<file path="src/rtl/lamp_reader.sv">
// lamp_reader: turns one-hot lamp strobes from the cipher path into an ASCII stream.
//
// Each lamp_strobe with exactly one lamp lit writes 'A'+index into a small FIFO. The FIFO
// head is offered downstream with a valid/ready handshake. Malformed strobes (no lamp or
// several lamps) and letters lost to a full FIFO raise sticky error flags.
//
// Optional feature: define LAMP_READER_GROUP_SPACE_EN to split the output into five-letter
// groups separated by a single space (8'h20). When it is undefined, the output is letters only.
//
// Ports:
//   clk          in   single clock, rising edge
//   reset        in   synchronous, active-high reset
//   lamp         in   [25:0] lamp lines, bit i lit = letter 'A'+i
//   lamp_strobe  in   one-cycle pulse qualifying lamp
//   out_data     out  [7:0] ASCII at FIFO head, space while separating, 8'h00 when empty
//   out_valid    out  out_data holds a character to transfer
//   out_ready    in   downstream accepts out_data this cycle
//   err_onehot   out  sticky: strobe with zero or multiple lamps lit
//   err_overflow out  sticky: valid letter dropped on a full FIFO
//   char_count   out  [15:0] letters written into the FIFO, wrapping

module lamp_reader #(
    parameter int unsigned DEPTH = 8
) (
    input  logic        clk,
    input  logic        reset,
    input  logic [25:0] lamp,
    input  logic        lamp_strobe,
    output logic [7:0]  out_data,
    output logic        out_valid,
    input  logic        out_ready,
    output logic        err_onehot,
    output logic        err_overflow,
    output logic [15:0] char_count
);

    localparam int unsigned AW = $clog2(DEPTH);
    localparam logic [AW:0] FullCnt = (AW + 1)'(DEPTH);

    logic [7:0]    mem_q [DEPTH];
    logic [AW-1:0] wr_ptr_q, wr_ptr_d;
    logic [AW-1:0] rd_ptr_q, rd_ptr_d;
    logic [AW:0]   cnt_q, cnt_d;
    logic          err_onehot_q, err_onehot_d;
    logic          err_overflow_q, err_overflow_d;
    logic [15:0]   char_count_q, char_count_d;

    logic       lamp_onehot;
    logic [4:0] lamp_idx;
    logic [7:0] letter;
    logic       fifo_empty;
    logic       fifo_full;
    logic       push;
    logic       pop;
    logic [7:0] head;

    // Lamp decode: one-hot test via x & (x-1), index by priority scan.
    always_comb begin
        lamp_idx    = '0;
        lamp_onehot = (|lamp) && !(|(lamp & (lamp - 26'd1)));
        for (int i = 0; i < 26; i++) begin
            if (lamp[i]) begin
                lamp_idx = 5'(i);
            end
        end
        letter = 8'h41 + {3'b000, lamp_idx};
    end

    assign fifo_empty = (cnt_q == '0);
    assign fifo_full  = (cnt_q == FullCnt);
    assign head       = mem_q[rd_ptr_q];

`ifdef LAMP_READER_GROUP_SPACE_EN
    typedef enum logic [0:0] {StLetter, StSpace} state_e;

    state_e     state_q, state_d;
    logic [2:0] grp_q, grp_d;

    // A space is only offered once the next letter is already queued, so there is never a
    // trailing space and never two in a row.
    always_comb begin
        out_valid = !fifo_empty;
        if (state_q == StSpace) begin
            out_data = 8'h20;
        end else begin
            out_data = fifo_empty ? 8'h00 : head;
        end
        pop = out_valid && out_ready && (state_q == StLetter);
    end

    always_comb begin
        state_d = state_q;
        grp_d   = grp_q;
        unique case (state_q)
            StLetter: begin
                if (pop) begin
                    if (grp_q == 3'd4) begin
                        state_d = StSpace;
                    end else begin
                        grp_d = grp_q + 3'd1;
                    end
                end
            end
            StSpace: begin
                if (out_valid && out_ready) begin
                    state_d = StLetter;
                    grp_d   = 3'd0;
                end
            end
            default: begin
                state_d = StLetter;
                grp_d   = 3'd0;
            end
        endcase
    end

    always_ff @(posedge clk) begin
        if (reset) begin
            state_q <= StLetter;
            grp_q   <= 3'd0;
        end else begin
            state_q <= state_d;
            grp_q   <= grp_d;
        end
    end
`else
    always_comb begin
        out_valid = !fifo_empty;
        out_data  = fifo_empty ? 8'h00 : head;
        pop       = out_valid && out_ready;
    end
`endif

    // A full FIFO still takes a letter when the head leaves in the same cycle.
    assign push = lamp_strobe && lamp_onehot && (!fifo_full || pop);

    always_comb begin
        wr_ptr_d       = push ? wr_ptr_q + 1'b1 : wr_ptr_q;
        rd_ptr_d       = pop ? rd_ptr_q + 1'b1 : rd_ptr_q;
        cnt_d          = cnt_q;
        unique case ({push, pop})
            2'b10:   cnt_d = cnt_q + 1'b1;
            2'b01:   cnt_d = cnt_q - 1'b1;
            default: cnt_d = cnt_q;
        endcase
        err_onehot_d   = err_onehot_q | (lamp_strobe && !lamp_onehot);
        err_overflow_d = err_overflow_q | (lamp_strobe && lamp_onehot && fifo_full && !pop);
        char_count_d   = char_count_q + {15'd0, push};
    end

    always_ff @(posedge clk) begin
        if (reset) begin
            wr_ptr_q       <= '0;
            rd_ptr_q       <= '0;
            cnt_q          <= '0;
            err_onehot_q   <= 1'b0;
            err_overflow_q <= 1'b0;
            char_count_q   <= '0;
        end else begin
            wr_ptr_q       <= wr_ptr_d;
            rd_ptr_q       <= rd_ptr_d;
            cnt_q          <= cnt_d;
            err_onehot_q   <= err_onehot_d;
            err_overflow_q <= err_overflow_d;
            char_count_q   <= char_count_d;
        end
    end

    // Storage needs no reset; an empty FIFO never exposes it.
    always_ff @(posedge clk) begin
        if (push && !reset) begin
            mem_q[wr_ptr_q] <= letter;
        end
    end

    assign err_onehot   = err_onehot_q;
    assign err_overflow = err_overflow_q;
    assign char_count   = char_count_q;

endmodule

</file>
<file path="config.mk">
export PLATFORM = sky130hd
export DESIGN_NAME = lamp_reader
export DESIGN_NICKNAME = d
export VERILOG_FILES = /design/src/rtl/lamp_reader.sv
export SDC_FILE = /design/constraint.sdc
export NUM_CORES = 1
export LEC_CHECK = 0
export CORE_MARGIN = 2
export CORE_UTILIZATION = 50
export CTS_BUF_LIST = sky130_fd_sc_hd__clkbuf_16
export CTS_CLUSTER_DIAMETER = 40
export DETAILED_ROUTE_END_ITERATION = 6
export MAX_ROUTING_LAYER = met4
export PLACE_DENSITY = 0.82
export SLEW_MARGIN = 25
export SYNTH_ARGS = -nofsm -noshare
export SYNTH_HDL_FRONTEND = slang
export SYNTH_SLANG_ARGS = --single-unit
export TNS_END_PERCENT = 10
</file>
<file path="constraint.sdc">
create_clock -name clk -period 6 [get_ports clk]
set_clock_uncertainty 0.2 [all_clocks]
set_input_delay 1.5 -clock clk [delete_from_list [all_inputs] [get_ports clk]]
set_output_delay 1.5 -clock clk [all_outputs]
set_load 0.01 [all_outputs]
</file>
==> impl_metrics.env <==
export IMPL_grt_setup_unrepaired="false"
export IMPL_crit_family="simple AND/OR/NAND/NOR gates"
export IMPL_vdd_ir_drop_max_mv=0.2141
export IMPL_critPathMaxFanout=9
export IMPL_globalRouteTotalUtil_pct=22.64
export IMPL_crit_path_top_delay_cell="or4_4"
export IMPL_xor_and_xnor_area_share_after_synthesis_pct=4.386
export IMPL_finalSetupTns_ns=0
export IMPL_final_period_utilization_pct=90.91
export IMPL_place_port_buffers=55
export IMPL_worst_pin_slew_ns=0.9640
export IMPL_first_pass_iters=4
export IMPL_critPathBufInv=1
export IMPL_timing_critical_path_to_type="flip-flop"
export IMPL_cts_buffers_inserted=9
export IMPL_drc=0
export IMPL_core_region_area_sq_um=7727
export IMPL_timing_max_slew_rel_slack_pct=35.20
export IMPL_yosysTopAreaCell="edfxtp_1"
export IMPL_synth_seq_cells=79
export IMPL_timing_final_crit_period_ns=5.455
export IMPL_number_of_enable_flip_flop_cells_after_synthesis=48
export IMPL_path_class="primary input to flip-flop"
export IMPL_antenna_found_initial=0
export IMPL_synth_avg_cell_area_sq_um=11.41
export IMPL_worst_setup_hold_path_clk_slew_ns=0.06
export IMPL_timing_max_transition_violations_final=0
export IMPL_grt_pass1_vias=3026
export IMPL_ys_types=60
export IMPL_maxClockFrequency_mhz=183.3
export IMPL_clk_insertion_delay_late_ns=0.33
export IMPL_layout_drive_gt1_share_pct=12.18
export IMPL_synthesis_area_sq_um=3994
export IMPL_share_of_the_synthesized_area_in_the_top_cell_type_pct=36.09
export IMPL_die_area_sq_um=8719
export IMPL_critical_path_top_cell_by_count="nand3_1"
export IMPL_synth_cells=350
export IMPL_floorplan_rows=32
export IMPL_gpl_final_weighted_congestion=0.8808
export IMPL_synth_ff_type="edfxtp_1"
export IMPL_vias_after_detailed_routing=3055
export IMPL_synth_mux_area_fraction_pct=9.305
export IMPL_cts_root_buffer_cell="clkbuf_16"
export IMPL_fin_total_pwr_uw=1539
export IMPL_wire_length_of_the_first_global_routing_pass_mm=14.61
export IMPL_grt_most_used_layer="met2"
export IMPL_place_hpwl_mm=6.287
export IMPL_detail_route_vias_per_cell=5.775
export IMPL_crit_required_ns=5.98
export IMPL_globalRouteMet3Util_pct=4.110
export IMPL_num_antenna_cells=0
export IMPL_hold_path_depth=2
export IMPL_globalRouteOverflowTotal=0
export IMPL_wl_per_cell_um=16.53
export IMPL_tritoncts_clock_tree="done"
export IMPL_cts_hold_buffers_added=0
export IMPL_crit_path_start_kind="primary input"
export IMPL_grt_util_met1_pct=27.78
export IMPL_timing_critical_path_slowest_cell_delay_ns=0.59
export IMPL_status="finished clean"
export IMPL_max_cap_violations=0
export IMPL_r2r_setup_slack_ns=2.60
export IMPL_worstHoldPathType="flip-flop to flip-flop"
export IMPL_total_leakage_power_uw=0.001727
export IMPL_final_util_pct=64.73
export IMPL_start_util_pct=51.68
export IMPL_fin_cells=529
export IMPL_clk_path_buf_depth=2
export IMPL_drt_initial_drc_count=165
export IMPL_power_density_cell_area_nw_per_um2=307.7
export IMPL_setup_viol_count_final=0
export IMPL_synth_adder_area_share_pct=3.195
export IMPL_ys_warnings_count=0
export IMPL_post_cts_resized=0
export IMPL_yosys_area_share_simple_pct=19.36
export IMPL_met2_usage_pct=36.87
export IMPL_leading_post_synthesis_cells_by_cell_area="edfxtp_1 (36%), dfxtp_1 (16%), mux4_2 (6.8%)"
export IMPL_clock_sinks=79
export IMPL_synth_compound_gate_area_share_pct=9.430
export IMPL_cts_setup_buffers=0
export IMPL_timing_hold_violations_final=0
export IMPL_flow_area_growth_from_synthesis_pct=25.25
export IMPL_design_final_nets=460
export IMPL_chipHeight_um=93.38
export IMPL_die_width_um=93.38
export IMPL_post_route_antenna_net_violation_count=0
export IMPL_synth_top_family_by_area="simple AND/OR/NAND/NOR gates"
export IMPL_worstSetupPathDepth=13
export IMPL_routed_wl_mm=8.742
export IMPL_async_reset_ff_share_pct=0
export IMPL_num_io_pins=57
export IMPL_sequential_area_share_after_synthesis_pct=51.63
export IMPL_critical_path_cell_chain="clkdlybuf4s50_1, nor4_1, nand4_2, o21ai_1, o2111ai_1, or4_4, nor3_2, ha_1, nand3_1, nor3_1, nand3_1, xor2_1, nor2_1"
export IMPL_grt_max_degree=21
export IMPL_place_detailed_instances=513
export IMPL_ctsHtreeMaxLevel=3
export IMPL_ff2ff_path_depth=9
export IMPL_timing_critical_path_arrival_ns=5.44
-- state kept, by name, summed over array words and instances (netlist names), named ones only --
signal	flops
rd_ptr_q	3
wr_ptr_q	3
err_overflow	1
char_count	16
cnt_q	4
mem_q	48
err_onehot	1
-- layer usage --
layer / vias to the layer above / wire (um)
li1: 1467 / -
met1: 1472 / 3776
met2: 98 / 4422
met3: 18 / 361
met4: 0 / 181
met5: - / 0
-- power by group --
group	leakage [uW]	switching, uW	internal (uW)	total [uW]
registers	0.000706	48.2	598	647
logic	0.000878	181	204	385
clock network	0.000143	221	286	507
-- cell type report --
type | count | area (sq um)
multi-input combinational | 254 | 1864
sequential | 79 | 2062
fill | 600 | 2725
clock buffer | 9 | 225.2
tap | 102 | 127.6
timing repair buffer | 64 | 618.1
inverter | 14 | 52.55
clock inverter | 7 | 52.55
-- path summary, 6_finish.rpt --
kind,startpoint,endpoint
setup reg to reg,cnt_q[0]$_SDFFE_PP0P_,cnt_q[3]$_SDFFE_PP0P_
setup / recovery,lamp[12],char_count[11]$_SDFF_PP0_
hold / removal,err_onehot$_SDFF_PP0_,err_onehot$_SDFF_PP0_
hold reg to reg,err_onehot$_SDFF_PP0_,err_onehot$_SDFF_PP0_
-- synthesized netlist by cell type (all sizes together) (7+ instances only) --
library cell,n
edfxtp,48
nor2,45
dfxtp,31
nor3,17
nand3,15
inv,14
xor2,14
nand2,13
mux4,12
o21ai,12
a21oi,11
mux2i,9
nor4,8
ha,7
o31ai,7
-- kinds of logic after synthesis --
kind of cell / Yosys count
AOI/OAI and AO/OA: 56
muxes: 22
other: 1
and+or+nand+nor: 137
buffers and inverters: 25
adders and majority gates: 10
xor gates and xnor gates: 20
DFF: 79
-- placed cells by master (no fill, tap or decap), types with 3 or more instances in the layout --
| master | n |
|---|---|
| edfxtp_1 | 48 |
| nand2_1 | 13 |
| a21o_1 | 3 |
| nor4b_1 | 4 |
| ha_1 | 7 |
| o21ai_0 | 11 |
| conb_1 | 9 |
| o31ai_1 | 7 |
| nand4_1 | 4 |
| nand3_1 | 15 |
| dfxtp_1 | 31 |
| nor4_1 | 4 |
| nor3_1 | 15 |
| xnor2_1 | 6 |
| clkdlybuf4s50_1 | 55 |
| nor2_1 | 45 |
| o21bai_1 | 4 |
| clkbuf_16 | 9 |
| mux2i_1 | 9 |
| a21oi_1 | 11 |
| nor4_2 | 3 |
| or3_1 | 4 |
| inv_4 | 3 |
| inv_1 | 13 |
| a31oi_1 | 4 |
| buf_4 | 9 |
| xor2_1 | 14 |
| or4_1 | 4 |
| mux4_2 | 12 |
| nor2b_1 | 6 |
-- worst min-delay path: cells and delay by family, from the launching register on --
kind            cells  cell delay, ns
compound gates      1            0.05
flops               1            0.33
simple gates        1            0.09
-- metrics by stage --
step                setup WS, ns  cell area [sq um]  hold slack [ns]
floorplan                  1.199               4024           0.2720
global placement          0.4555               4725           0.2575
detailed placement        0.2672               4725           0.2805
CTS                       0.5959               5002           0.3071
global route              0.1713               5002           0.3262
finish                    0.5454               5002           0.3028
Note: power is estimated with default switching activity, not from simulation.
